--- src/rtl/adc_pattern_check_if.sv ---
// Sample/verdict bundle between the ADC input-test sequencer and adc_pattern_check.
interface adc_pattern_check_if #(
    parameter int DATA_W = 12,
    parameter int ERR_W  = 16,
    parameter int WCNT_W = 32
);
    logic              enable;
    logic [1:0]        pattern_sel;
    logic [DATA_W-1:0] adc_data;
    logic              busy;
    logic              done;
    logic              pass;
    logic [ERR_W-1:0]  err_cnt;
    logic [WCNT_W-1:0] word_cnt;
    logic [DATA_W-1:0] bad_bits;

    modport master (
        output enable, pattern_sel, adc_data,
        input  busy, done, pass, err_cnt, word_cnt, bad_bits
    );

    modport slave (
        input  enable, pattern_sel, adc_data,
        output busy, done, pass, err_cnt, word_cnt, bad_bits
    );
endinterface

--- src/rtl/adc_pattern_check.sv ---
// ADC test-pattern checker: counts words and mismatches over an enable interval and latches a verdict.
// Optional macro BITMASK_EN accumulates the OR of mismatching bit positions into bad_bits.
module adc_pattern_check #(
    parameter int                DATA_W    = 12,
    parameter int                ERR_W     = 16,
    parameter int                WCNT_W    = 32,
    parameter logic [DATA_W-1:0] FIXED_PAT = 12'hA5A
) (
    input  logic               clk,
    input  logic               rst_n,
    adc_pattern_check_if.slave bus
);
    typedef enum logic [1:0] {
        ST_IDLE  = 2'd0,
        ST_SYNC  = 2'd1,
        ST_CHECK = 2'd2,
        ST_DONE  = 2'd3
    } state_t;

    localparam logic [1:0] PAT_RAMP   = 2'd1;
    localparam logic [1:0] PAT_TOGGLE = 2'd2;

    function automatic logic [ERR_W-1:0] sat_inc_err(input logic [ERR_W-1:0] v);
        return (&v) ? v : v + ERR_W'(1);
    endfunction

    function automatic logic [WCNT_W-1:0] sat_inc_word(input logic [WCNT_W-1:0] v);
        return (&v) ? v : v + WCNT_W'(1);
    endfunction

    state_t            state_q, state_d;
    logic              en_q, en_prev_q;
    logic [DATA_W-1:0] d_q;
    logic [1:0]        pat_q, pat_d;
    logic [DATA_W-1:0] exp_q, exp_d;
    logic [ERR_W-1:0]  err_q, err_d;
    logic [WCNT_W-1:0] word_q, word_d;
    logic              pass_q, pass_d;
    logic              busy_q, busy_d;
    logic              done_q, done_d;
    logic              cmp_s;
    logic [DATA_W-1:0] cmp_exp_s;
`ifdef BITMASK_EN
    logic [DATA_W-1:0] bad_q, bad_d;
`endif

    // Next-state, expected-value sequencing and counter updates.
    always_comb begin
        state_d   = state_q;
        pat_d     = pat_q;
        exp_d     = exp_q;
        err_d     = err_q;
        word_d    = word_q;
        pass_d    = pass_q;
        busy_d    = busy_q;
        done_d    = 1'b0;
        cmp_s     = 1'b0;
        cmp_exp_s = exp_q;
`ifdef BITMASK_EN
        bad_d     = bad_q;
`endif
        case (state_q)
            ST_IDLE: begin
                if (en_q && !en_prev_q) begin
                    pat_d   = bus.pattern_sel;
                    err_d   = '0;
                    word_d  = '0;
                    pass_d  = 1'b0;
                    busy_d  = 1'b1;
`ifdef BITMASK_EN
                    bad_d   = '0;
`endif
                    state_d = ST_SYNC;
                end else begin
                    state_d = ST_IDLE;
                end
            end
            ST_SYNC, ST_CHECK: begin
                if (!en_q) begin
                    // Counts are final here: no compare happens on the closing cycle.
                    pass_d  = (err_q == '0) && (word_q != '0);
                    busy_d  = 1'b0;
                    done_d  = 1'b1;
                    state_d = ST_DONE;
                end else if (state_q == ST_SYNC) begin
                    case (pat_q)
                        PAT_RAMP:   exp_d = d_q + DATA_W'(1);
                        PAT_TOGGLE: exp_d = ~d_q;
                        default: begin
                            cmp_s     = 1'b1;
                            cmp_exp_s = FIXED_PAT;
                            exp_d     = FIXED_PAT;
                        end
                    endcase
                    state_d = ST_CHECK;
                end else begin
                    cmp_s = 1'b1;
                    case (pat_q)
                        PAT_RAMP:   exp_d = exp_q + DATA_W'(1);
                        PAT_TOGGLE: exp_d = ~exp_q;
                        default:    exp_d = exp_q;
                    endcase
                    state_d = ST_CHECK;
                end
            end
            ST_DONE: begin
                state_d = ST_IDLE;
            end
            default: begin
                state_d = ST_IDLE;
                busy_d  = 1'b0;
            end
        endcase

        if (cmp_s) begin
            word_d = sat_inc_word(word_q);
            if (d_q != cmp_exp_s) begin
                err_d = sat_inc_err(err_q);
            end else begin
                err_d = err_q;
            end
`ifdef BITMASK_EN
            bad_d = bad_q | (d_q ^ cmp_exp_s);
`endif
        end else begin
            word_d = word_d;
        end
    end

    // State, input stage and output registers.
    always_ff @(posedge clk or negedge rst_n) begin
        if (!rst_n) begin
            state_q   <= ST_IDLE;
            en_q      <= 1'b0;
            en_prev_q <= 1'b0;
            d_q       <= '0;
            pat_q     <= 2'd0;
            exp_q     <= '0;
            err_q     <= '0;
            word_q    <= '0;
            pass_q    <= 1'b0;
            busy_q    <= 1'b0;
            done_q    <= 1'b0;
`ifdef BITMASK_EN
            bad_q     <= '0;
`endif
        end else begin
            state_q   <= state_d;
            en_q      <= bus.enable;
            en_prev_q <= en_q;
            d_q       <= bus.adc_data;
            pat_q     <= pat_d;
            exp_q     <= exp_d;
            err_q     <= err_d;
            word_q    <= word_d;
            pass_q    <= pass_d;
            busy_q    <= busy_d;
            done_q    <= done_d;
`ifdef BITMASK_EN
            bad_q     <= bad_d;
`endif
        end
    end

    assign bus.busy     = busy_q;
    assign bus.done     = done_q;
    assign bus.pass     = pass_q;
    assign bus.err_cnt  = err_q;
    assign bus.word_cnt = word_q;
`ifdef BITMASK_EN
    assign bus.bad_bits = bad_q;
`else
    assign bus.bad_bits = '0;
`endif
endmodule
--- src/flat_wrapper.sv ---
// flat-port wrapper written by rule: the top's interface ports become plain ports
module adc_pattern_check_flat 
#(
    parameter int                DATA_W    = 12,
    parameter int                ERR_W     = 16,
    parameter int                WCNT_W    = 32,
    parameter logic [DATA_W-1:0] FIXED_PAT = 12'hA5A
)
  (clk, rst_n, bus_enable, bus_pattern_sel, bus_adc_data, bus_busy, bus_done, bus_pass, bus_err_cnt, bus_word_cnt, bus_bad_bits);
  adc_pattern_check_if #(.DATA_W(DATA_W), .ERR_W(ERR_W), .WCNT_W(WCNT_W)) bus_i ();
  input  logic clk;
  input  logic rst_n;
  input wire logic [$bits(bus_i.enable)-1:0] bus_enable;
  input wire logic [$bits(bus_i.pattern_sel)-1:0] bus_pattern_sel;
  input wire logic [$bits(bus_i.adc_data)-1:0] bus_adc_data;
  output wire logic [$bits(bus_i.busy)-1:0] bus_busy;
  output wire logic [$bits(bus_i.done)-1:0] bus_done;
  output wire logic [$bits(bus_i.pass)-1:0] bus_pass;
  output wire logic [$bits(bus_i.err_cnt)-1:0] bus_err_cnt;
  output wire logic [$bits(bus_i.word_cnt)-1:0] bus_word_cnt;
  output wire logic [$bits(bus_i.bad_bits)-1:0] bus_bad_bits;
  assign bus_i.enable = bus_enable;
  assign bus_i.pattern_sel = bus_pattern_sel;
  assign bus_i.adc_data = bus_adc_data;
  assign bus_busy = bus_i.busy;
  assign bus_done = bus_i.done;
  assign bus_pass = bus_i.pass;
  assign bus_err_cnt = bus_i.err_cnt;
  assign bus_word_cnt = bus_i.word_cnt;
  assign bus_bad_bits = bus_i.bad_bits;
  adc_pattern_check #(.DATA_W(DATA_W), .ERR_W(ERR_W), .WCNT_W(WCNT_W), .FIXED_PAT(FIXED_PAT)) u_core (.clk(clk), .rst_n(rst_n), .bus(bus_i));
endmodule
--- config.mk ---
export PLATFORM = sky130hd
export DESIGN_NAME = adc_pattern_check_flat
export DESIGN_NICKNAME = d
export VERILOG_FILES = /design/src/rtl/adc_pattern_check_if.sv /design/src/rtl/adc_pattern_check.sv /design/src/flat_wrapper.sv
export SDC_FILE = /design/constraint.sdc
export NUM_CORES = 1
export LEC_CHECK = 0
export BUFFER_PORTS_ARGS = -buffer_cell sky130_fd_sc_hd__buf_2
export CAP_MARGIN = 20
export CORE_MARGIN = 1.5
export CORE_UTILIZATION = 39
export CTS_CLUSTER_SIZE = 14
export DETAILED_ROUTE_END_ITERATION = 8
export SYNTH_ARGS = -nofsm -noshare
export SYNTH_HDL_FRONTEND = slang
export SYNTH_SLANG_ARGS = --single-unit
--- constraint.sdc ---
create_clock -name clk -period 2.75 [get_ports clk]
set_clock_uncertainty 0.2 [all_clocks]
set_input_delay 0.55 -clock clk [delete_from_list [all_inputs] [get_ports clk]]
set_output_delay 0.55 -clock clk [all_outputs]
set_load 0.005 [all_outputs]
### Yosys cells after proc, flatten, opt, wreduce, memory -nomap -nowiden

Index checks and enable logic that the tools add are counted.

* register bits after elaboration: 81
* input port bits: 17
* output and inout bits: 63
* word-level logic and storage cells: 78

* $add $sub $neg: 4
* eq/ne operators: 11
* muxes and demuxes: 31
* bitwise gates (word level): 2
* reductions and logical operators: 19

Operator list (number)
* 32-bit two-way mux: 4
* 16-bit two-way mux: 5
* 12-bit two-way mux: 5
* 12-bit case mux with 2 select lines: 2
* 32-bit by 1-bit adder with 32-bit output, second input constant: 1
* 32-bit AND reduction: 1
* 32-bit nonzero test: 1
* 12-bit by 1-bit adder with 12-bit output, second input constant: 2
* 12-bit NOT: 2
* 16-bit by 1-bit adder with 16-bit output, second input constant: 1
* 16-bit logical NOT: 1
* 16-bit AND reduction: 1
* 1-bit two-way mux: 12
* 12-bit != test: 1
* 3-bit AND reduction: 3
* 2-bit != test, second input constant: 4
* 2-bit == test, second input constant: 3
* 2-bit case mux with 3 select lines: 1
* 2-bit nonzero test: 3
* 2-bit by 1-bit == test with 1-bit output, second input constant: 2
* 1-bit case mux with 2 select lines: 2
* 4-bit AND reduction: 1
* 2-bit OR reduction: 2
* 3-bit nonzero test: 1
* 5 further kinds: 6

### Logic depth before layout (Yosys ltp)

Gate-level depths: netlist of run 1.

* depth after elaboration: 9
* depth in mapped cells: 10
* mapped depth without buffers: 8

### Least setup slack after synthesis of run 1

Ideal clock, no wire load.

* path type: register to register
* from: register u_core.pat_q[0]
* to: register u_core.err_q[1], in the netlist u_core.bus.err_cnt[1]
* setup time: 125 ps
* data arrival time: 2151 ps
* required time: 2425 ps
* path slack: 275 ps
* cell stages (with the launch flop): 10
* period minus slack after synthesis: 2475 ps
* cell sequence: dfrtp_1 -> inv_1 -> ha_1 -> and4_1 -> buf_2 -> nor2_1 -> o32ai_1 -> nand4_1 -> o21ai_1 -> mux2_2

* cells in the longest elaborated chain, start to end: 9
* elaborated cells between the ends (all ways): 18
* those cells by class: eq/ne (5); mux (9); reduce/logical (4)

RTL lines
* from (decl): RTL line adc_pattern_check.sv:34 `logic [1:0] pat_q, pat_d;`
* from (signal assigned): RTL line adc_pattern_check.sv:152 `pat_q <= pat_d;`
* 2-bit by 1-bit == test with 1-bit output or 2-bit == test (tied branches): RTL line adc_pattern_check.sv:86 `case (pat_q)`
* 2-bit OR reduction (no source line) *
* 12-bit two-way mux: RTL line adc_pattern_check.sv:86
* 12-bit two-way mux: RTL line adc_pattern_check.sv:85 `end else if (state_q == ST_SYNC) begin`
* 12-bit two-way mux: RTL line adc_pattern_check.sv:79 `if (!en_q) begin`
* 12-bit two-way mux: RTL line adc_pattern_check.sv:62 `case (state_q)`
* 12-bit != test: RTL line adc_pattern_check.sv:117 `if (d_q != cmp_exp_s) begin`
* 2-bit != test (no source line)
* 4-bit AND reduction (no source line)
* to (signal assigned): RTL line adc_pattern_check.sv:154 `err_q <= err_d;`
* to (decl): RTL line adc_pattern_check.sv:36 `logic [ERR_W-1:0] err_q, err_d;`

Every way passes the cells marked *; elsewhere a longest branch is shown, timed or not.
A chain may end at the register's enable or synchronous reset.

### Worst setup path after layout of run 1

* from: register u_core.state_q[0]
* to: register u_core.word_q[14], in the netlist u_core.bus.word_cnt[14]

* cells in the longest elaborated chain, start to end: 6
* elaborated cells between the ends (all ways): 12
* those cells by class: eq/ne (3); mux (4); reduce/logical (5)

RTL lines
* from (decl): RTL line adc_pattern_check.sv:31 `state_t state_q, state_d;`
* from (signal assigned): RTL line adc_pattern_check.sv:148 `state_q <= state_d;`
* 2-bit by 1-bit == test with 1-bit output: RTL line adc_pattern_check.sv:62, adc_pattern_check.sv:85
* 1-bit two-way mux: RTL line adc_pattern_check.sv:85
* 1-bit two-way mux: RTL line adc_pattern_check.sv:79
* 1-bit two-way mux: RTL line adc_pattern_check.sv:62
* 2-bit != test (no source line) or 2-bit nonzero test (tied branches)
* 3-bit AND reduction (no source line)
* to (signal assigned): RTL line adc_pattern_check.sv:155 `word_q <= word_d;`
* to (decl): RTL line adc_pattern_check.sv:37 `logic [WCNT_W-1:0] word_q, word_d;`

Several ways; a longest one is shown, not always the timed one.

==> impl_results.md, run 1 <==
* Critical path startpoint: u_core.state_q[0]
* Cts bufs inserted at 9
* Yosys cell types at 64
* GRT Overall Usage at 21.2%
* Tcrit/Tclk final at 94.0%
* Mapped Area at 5050 µm²
* Final Routed Wirelength at 13600 µm
* First-pass DRT Iterations at 5
* Worst VDD drop at 0.377 mV
* Worst Max-Slew Pin Slew at 1.00 ns
* Post-synth top cells: dfrtp_1 (81), nand2_1 (61), nor2_1 (54)
* Initial DRC count at 313
* Final ANT Viol Nets at 0
* Per-cell routed wire length at 16.4 µm
* Top cells by area, synth: dfrtp_1 (40%), nand2_1 (4.5%), nor2_1 (4.0%), a21oi_1 (3.7%), mux2i_1 (3.6%)
* Max Clock Freq at 387 MHz
* HP Class: primary input to flip-flop
* Worst-Skew Late Latency at 0.35 ns
* Flops & latches, synth at 81
* Status: finished clean
* Antenna diode count at 0
* Nets@finish at 681
* Hold path endpoint: u_core.d_q[2]
* Root Buffer: clkbuf_16
* Cell repeated most along the worst path: or3_1
* Unrepaired setup endpoints after global routing: no
* Max FO, Critical Path at 9
* Final Setup Violations at 0
* CP max stage delay at 0.53 ns
* Worst EP arrival at 2.66 ns
* CP Cell Sequence: ha_1 -> buf_4 -> nor2b_1 -> o21a_1 -> or3_1 -> or3_1 -> a21oi_1
* Power per cell area at 767 nW/µm²
* Post-synthesis average cell area at 8.74 µm²
* R2r setup slk at 0.16 ns
* Largest net degree at the start of global routing at 50
* Reg2Reg Depth at 7
* Startpoint types: flip-flop
* Post-synth ARST share at 100%
* Clock Sinks at 81
* CTS tree: done
* First-pass GRT wire length at 22400 µm
* Endpoint type of the worst setup path: flip-flop
* Top-count cell post-synth: dfrtp_1
* R2R Path Start: u_core.state_q[0]
* PortBufs at 67
* Clock slew at reported path FFs at 0.06 ns
* Setup Buffers After CTS at 0
* Die height at 117 µm
* Vias at 4602
* IO Pins at 80
* Gr ovfl total at 0
* Register area share after synthesis at 40.1%
* Max-cap violations at 0
* Initial antenna violation count at 0
* Top_reg_cell synth: dfrtp_1
* Hold Crit Start: bus_adc_data[2]
* P_leak at 0.00271 µW
* Die X at 117 µm
* Minimum clock period at 2.59 ns
* Post-DR vias/cell at 5.56
* H-Tree Depth at 3
* Total Power at 4580 µW
* Slew HR at 33.3%
* Count of final hold-check violations at 0
* Post-synth top area share at 40.1%
* Critical Path RT at 2.83 ns
* Die area at 13600 µm²
* Filler cell count at 1256
* Mapped Cells at 578
* Core Region at 12600 µm²
* Vias in the first global route at 4352
* Cell taking the most area after synthesis: dfrtp_1
* Reg-to-reg endpoint: u_core.bus.word_cnt[14]
* Area delta synth->final at 18.1%
* Hold depth at 1
* Setup TNS at 0 ns
* Crit path kind: flip-flop to flip-flop
* Routability cong. at 0.873
* CTS max path bufs at 2
* Post-synth EDFFs at 0
* Warnings from Yosys at 0
* Detail Placement HPWL at 9520 µm
* Share of layout cells above drive strength 1 at 20.3%
* Rows at 41
* Post-route DRC at 0
* Initial Util at 40.0%
* Max Slew Vio Count at 0
* Slowest stage cell, crit path: or3_1
## area by class of cell
| type | count | area, µm² | area share, % |
|---|---|---|---|
| clock buffers | 9 | 225 | 3.77 |
| clock inverters | 6 | 68.8 | 1.15 |
| inverters | 19 | 71.3 | 1.20 |
| multi-input cells | 446 | 2780 | 46.7 |
| flip-flops and latches | 81 | 2030 | 34.0 |
| well taps | 172 | 215 | 3.61 |
| repair buffers | 95 | 576 | 9.65 |
## logic make-up after synthesis
kind of cell	after synthesis	share of synthesized area, %
AOI/OAI and AO/OA	131	16.6
xor gates and xnor gates	25	4.33
adders and majority gates	12	2.97
buffers and inverters	62	5.94
DFF	81	40.1
muxes	22	4.46
other	1	0.0742
and+or+nand+nor	244	25.5
## how the worst max path moves through the flow
stage	end	slack [ns]	cells after the start
after floorplan	u_core.bus.err_cnt[1]	0.27	9
after global routing	u_core.bus.word_cnt[29]	0.001	9
after CTS	u_core.bus.word_cnt[29]	0.15	9
after global placement	u_core.bus.word_cnt[20]	0.24	8
after detailed placement	u_core.bus.word_cnt[28]	0.18	8
final	u_core.bus.word_cnt[14]	0.16	7
## state kept, by name (all words and copies together), names as in the netlist
register and count:
u_core.exp_q 12, u_core.bus.done 1, u_core.bus.err_cnt 16, u_core.en_q 1
u_core.d_q 12, u_core.state_q 2, u_core.bus.word_cnt 32, u_core.en_prev_q 1
u_core.pat_q 2, u_core.bus.busy 1, u_core.bus.pass 1
## report_power, final
part / switching [µW] / internal [µW]
registers: 250 / 1370
logic: 1010 / 736
clock network: 508 / 702
## stage by stage
stage / hold WS [ns] / area (µm²) / std cells / worst slack, ns / utilization, %
finish: 0.107 / 5970 / 828 / 0.164 / 47.3
global placement: 0.290 / 5650 / 812 / 0.236 / 44.8
floorplan: 0.0544 / 5090 / 589 / 0.275 / -
global route: 0.0932 / 5970 / 828 / 0.00106 / 47.3
detailed placement: 0.320 / 5650 / 812 / 0.180 / 44.8
CTS: 0.0950 / 5950 / 828 / 0.151 / 47.2
## repair_timing
| item | CTS | global route |
|---|---|---|
| hold endpoints to repair | 32 | 0 |
| hold buffers | 1 | 0 |
| resized for setup | 0 | 4 |
| setup endpoints to repair | 0 | 16 |
## cell usage in the layout, fill, tap and decap left out, types with 4 or more instances in the layout
| cell type | Yosys | layout |
|---|---|---|
| nor2_1 | 54 | 54 |
| clkbuf_16 | 0 | 9 |
| or3_1 | 6 | 6 |
| a21oi_1 | 37 | 36 |
| a221o_1 | 4 | 4 |
| conb_1 | 1 | 12 |
| mux2i_1 | 18 | 18 |
| or4_1 | 4 | 4 |
| nand2_1 | 61 | 61 |
| ha_1 | 12 | 12 |
| buf_2 | 6 | 66 |
| o21a_1 | 6 | 6 |
| dfrtp_1 | 81 | 81 |
| mux2_2 | 4 | 4 |
| or3_2 | 6 | 6 |
| nor2b_1 | 4 | 4 |
| nor3_1 | 16 | 16 |
| and3_1 | 6 | 6 |
| nand3_1 | 26 | 26 |
| o211ai_1 | 10 | 10 |
| nand4_1 | 16 | 16 |
| nand2b_1 | 8 | 8 |
| nor4_1 | 11 | 11 |
| buf_4 | 12 | 26 |
| xor2_1 | 12 | 12 |
| inv_1 | 19 | 19 |
| xnor2_1 | 13 | 13 |
| nor4bb_1 | 4 | 4 |
| a31oi_1 | 8 | 8 |
| o22ai_1 | 10 | 10 |
| o21ai_0 | 29 | 28 |
## routing by layer
layer	part of all wire (%)	track usage, %	vias up
li1	-	-	2232
met1	46	27.9	2222
met3	4.9	5.05	17
met2	48	34.5	131
met4	1.4	7.39	0
met5	0	0	-
## worst max-delay path, delay by kind of cell, from the launching register on
kind | cells | cell delay [ns]
flip-flops | 1 | 0.40
AO/OA/AOI/OAI | 2 | 0.37
buffers and inverters | 1 | 0.17
adder cells (fa/ha/maj) | 1 | 0.26
AND/OR/NAND/NOR | 3 | 1.10
(Power assumes the default switching activity.)
==> inputs of run 2 (changes only) <==
==> constraint.sdc (replaced) <==
create_clock -name clk -period 3.1 [get_ports clk]
set_clock_uncertainty 0.2 [all_clocks]
set_input_delay 0.62 -clock clk [delete_from_list [all_inputs] [get_ports clk]]
set_output_delay 0.62 -clock clk [all_outputs]
set_load 0.005 [all_outputs]
==> run 2 against run 1 <==
  * Clock power down 11%
  * Non-clock buffer count down 14
  * Final cell count down 1.6%
  * Fmax down 5.7%
  * Worst setup slack better by 0.19 ns
  * Largest power group unchanged
  * Routed wire length down 3.6%
  * Register-to-register slack better by 0.19 ns
  * Critical path depth up 1
  * Cell area down 2.2%
  * First-iteration DRC count down 16%
  * Core utilization down 1.0 points
==> impl_results.md, run 2 (same netlist as run 1, synthesis figures left out) <==
* Cts bufs inserted at 9
* Gr ovfl total at 0
* Area delta synth->final at 15.5%
* Slowest stage cell, crit path: and4_1
* Worst VDD drop at 0.307 mV
* Initial antenna violation count at 0
* Post-DR vias/cell at 5.67
* Nets@finish at 667
* Total Power at 4010 µW
* Antenna diode count at 0
* Share of layout cells above drive strength 1 at 18.0%
* Minimum clock period at 2.74 ns
* Post-DP Area at 5540 µm²
* Die area at 13600 µm²
* Max Clock Freq at 365 MHz
* Detail Placement HPWL at 9260 µm
* Final WS setup at 0.359 ns
* Initial Util at 40.0%
* Die height at 117 µm
* Largest register FFs at 32
* Most frequent cells in the layout: dfrtp_1 (81), buf_2 (66), nand2_1 (61), nor2_1 (54), a21oi_1 (36)
* Largest net degree at the start of global routing at 49
* First-pass GRT wire length at 21700 µm
* CP max stage delay at 0.42 ns
* Vias at 4621
* Final Routed Wirelength at 13100 µm
* Power per cell area at 687 nW/µm²
* CTS max path bufs at 2
* Per-cell routed wire length at 16.1 µm
* Critical Path RT at 3.13 ns
* Max-cap violations at 0
* Max FO, Critical Path at 11
* Tcrit/Tclk final at 88.4%
* Core Region at 12600 µm²
* H-Tree Depth at 3
* Max Slew Vio Count at 0
* Most common cell after layout, fill and taps aside: dfrtp_1
* CP Cell Sequence: inv_1 -> ha_1 -> and4_1 -> nor2_1 -> o32ai_1 -> nand4_1 -> o21ai_1 -> mux2_2
* Worst EP arrival at 2.77 ns
* Slew HR at 47.4%
* Setup slack at placement at 0.381 ns
* Clock Sinks at 81
* Startpoint types: flip-flop
* Status: finished clean
* Design area at 5840 µm²
* Clock slew at reported path FFs at 0.06 ns
* Endpoint type of the worst setup path: flip-flop
* P_leak at 0.00264 µW
* GRT Overall Usage at 20.2%
* Setup Buffers After CTS at 0
* Post-CTS Resized at 0
* Routability cong. at 0.884
* Root Buffer: clkbuf_16
* Post-route DRC at 0
* Unrepaired setup endpoints after global routing: no
* Worst-Skew Late Latency at 0.34 ns
* Worst Max-Slew Pin Slew at 0.789 ns
* First-pass DRT Iterations at 5
* PortBufs at 67
* Crit path kind: flip-flop to flip-flop
* Vias in the first global route at 4289
* Post-CTS Hold Buffers at 0
* IO Pins at 80
* Initial DRC count at 263
* Final Setup Violations at 0
* Die X at 117 µm
* Rows at 41
* HP Class: primary input to async pin
* CTS tree: done
* Count of final hold-check violations at 0
* Final ANT Viol Nets at 0
* Setup TNS at 0 ns
==> run 2: cell types whose count changed in the layout (fill, tap and decap cells not counted), sizes merged <==
cell | before | now
buf | 94 | 81
clkinv | 3 | 1
clkbuf | 9 | 12
dlygate4sd3 | 1 | 0
==> run 2: critical path, delay by kind of cell (launching register included) <==
family	cells	cell delay [ns]
mux	1	0.37
buf+inv	1	0.10
fa+ha+maj	1	0.41
simple gates	3	0.67
compound gates	2	0.51
flops	1	0.38
==> run 2: worst paths after layout <==
kind                       slack [ns]              start                       to  cells past startpoint
min reg2reg                      0.29    u_core.bus.pass          u_core.bus.pass                      2
max in group asynchronous        1.99              rst_n  u_core.bus.word_cnt[15]                      2
max reg2reg                      0.36  u_core.state_q[1]    u_core.bus.err_cnt[1]                      8
max                              0.36  u_core.state_q[1]    u_core.bus.err_cnt[1]                      8
min                              0.10              rst_n            u_core.d_q[6]                      1
min in group clk                 0.18    bus_adc_data[3]            u_core.d_q[3]                      1
==> run 2: through the flow <==
step           cells  hold slack, ns  util (%)
6_report         815           0.101      46.3
5_1_grt          815           0.142      46.3
4_1_cts          815           0.122      46.3
3_5_place_dp     799           0.297      43.9
3_3_place_gp     799           0.293      43.9
2_1_floorplan    589           0.124         -
==> run 2: routing by layer <==
layer	track usage, %	wire (µm)	vias up
li1	-	-	2196
met1	27.3	5870	2238
met2	32.2	6220	168
met3	5.20	856	19
met4	5.38	179	0
met5	0	0	-
==> run 2: area by class of cell <==
class | count | area [µm²]
tap | 172 | 215
clock buffer | 12 | 246
multi-input combinational | 446 | 2770
inverter | 19 | 71.3
clock inverter | 4 | 51.3
timing repair buffer | 81 | 455
sequential | 81 | 2030
fill | 1268 | 6780
==> run 2: power by group <==
group          internal, µW  switching (µW)  total [µW]  leakage, µW
sequential             1210             238        1450      0.00105
clock                   648             433        1080     0.000143
combinational           600             878        1480      0.00144
==> inputs of run 3 (changes only) <==
--- a/config.mk
+++ b/config.mk
@@ -5,6 +5,7 @@
 export SDC_FILE = /design/constraint.sdc
 export NUM_CORES = 1
 export LEC_CHECK = 0
+export ABC_AREA = 1
 export BUFFER_PORTS_ARGS = -buffer_cell sky130_fd_sc_hd__buf_2
 export CAP_MARGIN = 20
 export CORE_MARGIN = 1.5
==> run 3 against run 2 <==
  * Worst setup slack better by 0.091 ns
  * Via count up 18%
  * Sequential power down 3%
  * Die area is 8.9% higher
  * Highest routed layer unchanged
  * First-iteration DRC count grew 88%
  * Total power grew 6.0%
  * Register-to-register slack improved by 0.09 ns
  * Global-route usage is 2.5 points higher
==> impl_results.md, run 3 <==
* Tcrit/Tclk final at 85.5%
* Warnings from Yosys at 0
* Endpoint type of the worst setup path: flip-flop
* Die area at 14900 µm²
* Initial Util at 39.9%
* Crit path kind: flip-flop to flip-flop
* R2R Path Start: u_core.state_q[0]
* Initial antenna violation count at 0
* Power per cell area at 674 nW/µm²
* Nets@finish at 885
* Top_reg_cell synth: dfrtp_1
* Largest register FFs at 32
* Share of layout cells above drive strength 1 at 13.1%
* Final Routed Wirelength at 15700 µm
* Post-route DRC at 0
* Most common cell after layout, fill and taps aside: nand2_1
* Design area at 6300 µm²
* Vias at 5471
* Rows at 43
* CTS tree: done
* First-pass DRT Iterations at 5
* Critical Path RT at 3.13 ns
* Util after Layout at 45.6%
* Setup Buffers After CTS at 0
* Met3 Track Usage GR at 4.35%
* Count of final hold-check violations at 0
* Final Setup Violations at 0
* R2r setup slk at 0.45 ns
* Vias in the first global route at 5166
* Worst VDD drop at 0.272 mV
* Antenna diode count at 0
* Cts bufs inserted at 9
* Final ANT Viol Nets at 0
* Post-DP Area at 6000 µm²
* Post-synthesis average cell area at 6.99 µm²
* Max Slew Vio Count at 0
* PortBufs at 67
* Largest net degree at the start of global routing at 43
* Status: finished clean
* First-pass GRT wire length at 26200 µm
* Register area share after synthesis at 36.8%
* Worst Max-Slew Pin Slew at 0.772 ns
* Minimum clock period at 2.65 ns
* Post-synth top area share at 36.8%
* Mapped Area at 5510 µm²
* IO Pins at 80
* Startpoint types: flip-flop
* Most Used Layer, Global Route: met2
* Max Clock Freq at 377 MHz
* Root Buffer: clkbuf_16
* M2 GR Usage at 36.7%
* CTS max path bufs at 2
* Max FO, Critical Path at 18
* Slew HR at 48.5%
* Clock slew at reported path FFs at 0.07 ns
* Post-synth ARST share at 100%
* Post-synth EDFFs at 0
* Core Region at 13800 µm²
* Routability cong. at 0.949
* Clock Sinks at 81
* Mapped Cells at 789
* Worst-Skew Late Latency at 0.35 ns
* Filler cell count at 1423
* Per-cell routed wire length at 15.1 µm
* Post-DR vias/cell at 5.26
* Setup TNS at 0 ns
* Total Power at 4250 µW
* M1 GR Usage at 30.5%
* Worst EP arrival at 2.68 ns
* Yosys cell types at 38
* GRT Overall Usage at 22.7%
* Unrepaired setup endpoints after global routing: no
* Top-count cell post-synth: nand2_1
* Post-CTS Hold Buffers at 0
* Die X at 122 µm
* Top cells by area, synth: dfrtp_1 (37%), nand2_1 (13%), nand3_1 (7.7%), inv_1 (6.7%), o21ai_0 (4.8%)
* Most frequent cells in the layout: nand2_1 (195), inv_1 (98), nand3_1 (85), dfrtp_1 (81), buf_2 (66)
* Initial DRC count at 495
* Max-cap violations at 0
* Post-CTS Resized at 0
* Min Hold Slack at 0.0573 ns
* Detail Placement HPWL at 11600 µm
* H-Tree Depth at 3
* Die height at 122 µm
* Post-synth top cells: nand2_1 (195), inv_1 (98), nand3_1 (85)
* HP Class: primary input to async pin
* Reg-to-reg endpoint: u_core.bus.err_cnt[11]
* Cell taking the most area after synthesis: dfrtp_1
* Reg2Reg Depth at 14
* Flops & latches, synth at 81
* Area delta synth->final at 14.2%
* Gr ovfl total at 0
* P_leak at 0.00304 µW
## run 3: critical path: stages, from the launching register on
cell	delay [ns]
dfrtp_1	0.38
inv_1	0.07
ha_1	0.35
nand2_1	0.21
inv_2	0.08
nand2_4	0.17
nand3_1	0.10
nand2_1	0.11
nand2_1	0.06
nor2_1	0.12
nand3_2	0.12
nand2_4	0.22
nand2_4	0.17
nand2_1	0.12
nand2_1	0.05
## run 3: layout make-up
type / count / area, µm² / area share, %
inverters: 104 / 390 / 6.20
repair buffers: 77 / 425 / 6.75
clock buffers: 10 / 229 / 3.64
flip-flops and latches: 81 / 2030 / 32.2
clock inverters: 6 / 67.6 / 1.07
multi-input cells: 583 / 2930 / 46.6
well taps: 180 / 225 / 3.58
## run 3: cell families (layout without fill, tap and decap cells)
kind of cell / count (synthesis) / after routing / synth area share (%)
and+or+nand+nor: 427 / 427 / 35.2
buffers and inverters: 136 / 197 / 10.8
AOI/OAI and AO/OA: 109 / 109 / 10.8
DFF: 81 / 81 / 36.8
xor gates and xnor gates: 23 / 23 / 3.65
adders and majority gates: 12 / 12 / 2.72
other: 1 / 12 / 0.0680
## run 3: per-layer routing
metal	routed length [µm]	vias up
met2	7510	162
met3	847	18
met5	0	-
met4	235	0
met1	7100	2567
li1	-	2724
## run 3: worst max-delay path by stage
stage	from	endpoint	slack [ns]	depth (start not counted)
after floorplan	u_core.state_q[0]	u_core.bus.err_cnt[5]	0.86	16
after global placement	u_core.state_q[0]	u_core.bus.err_cnt[4]	0.54	16
after detailed placement	u_core.state_q[0]	u_core.bus.word_cnt[31]	0.47	9
after CTS	u_core.state_q[0]	u_core.bus.word_cnt[31]	0.44	9
after global routing	u_core.state_q[0]	u_core.bus.err_cnt[14]	0.20	13
final	u_core.state_q[0]	u_core.bus.err_cnt[11]	0.45	14
## run 3: report_power, final
group          total, µW  switching, µW  internal, µW
sequential          1400            185          1220
combinational       1760           1190           566
clock               1090            458           627
total               4250           1840          2410
## run 3: through the flow
| step | std cells | setup slack [ns] |
|---|---|---|
| floorplan | 800 | 0.860 |
| global placement | 1025 | 0.538 |
| detailed placement | 1025 | 0.466 |
| CTS | 1041 | 0.444 |
| global route | 1041 | 0.201 |
| finish | 1041 | 0.450 |
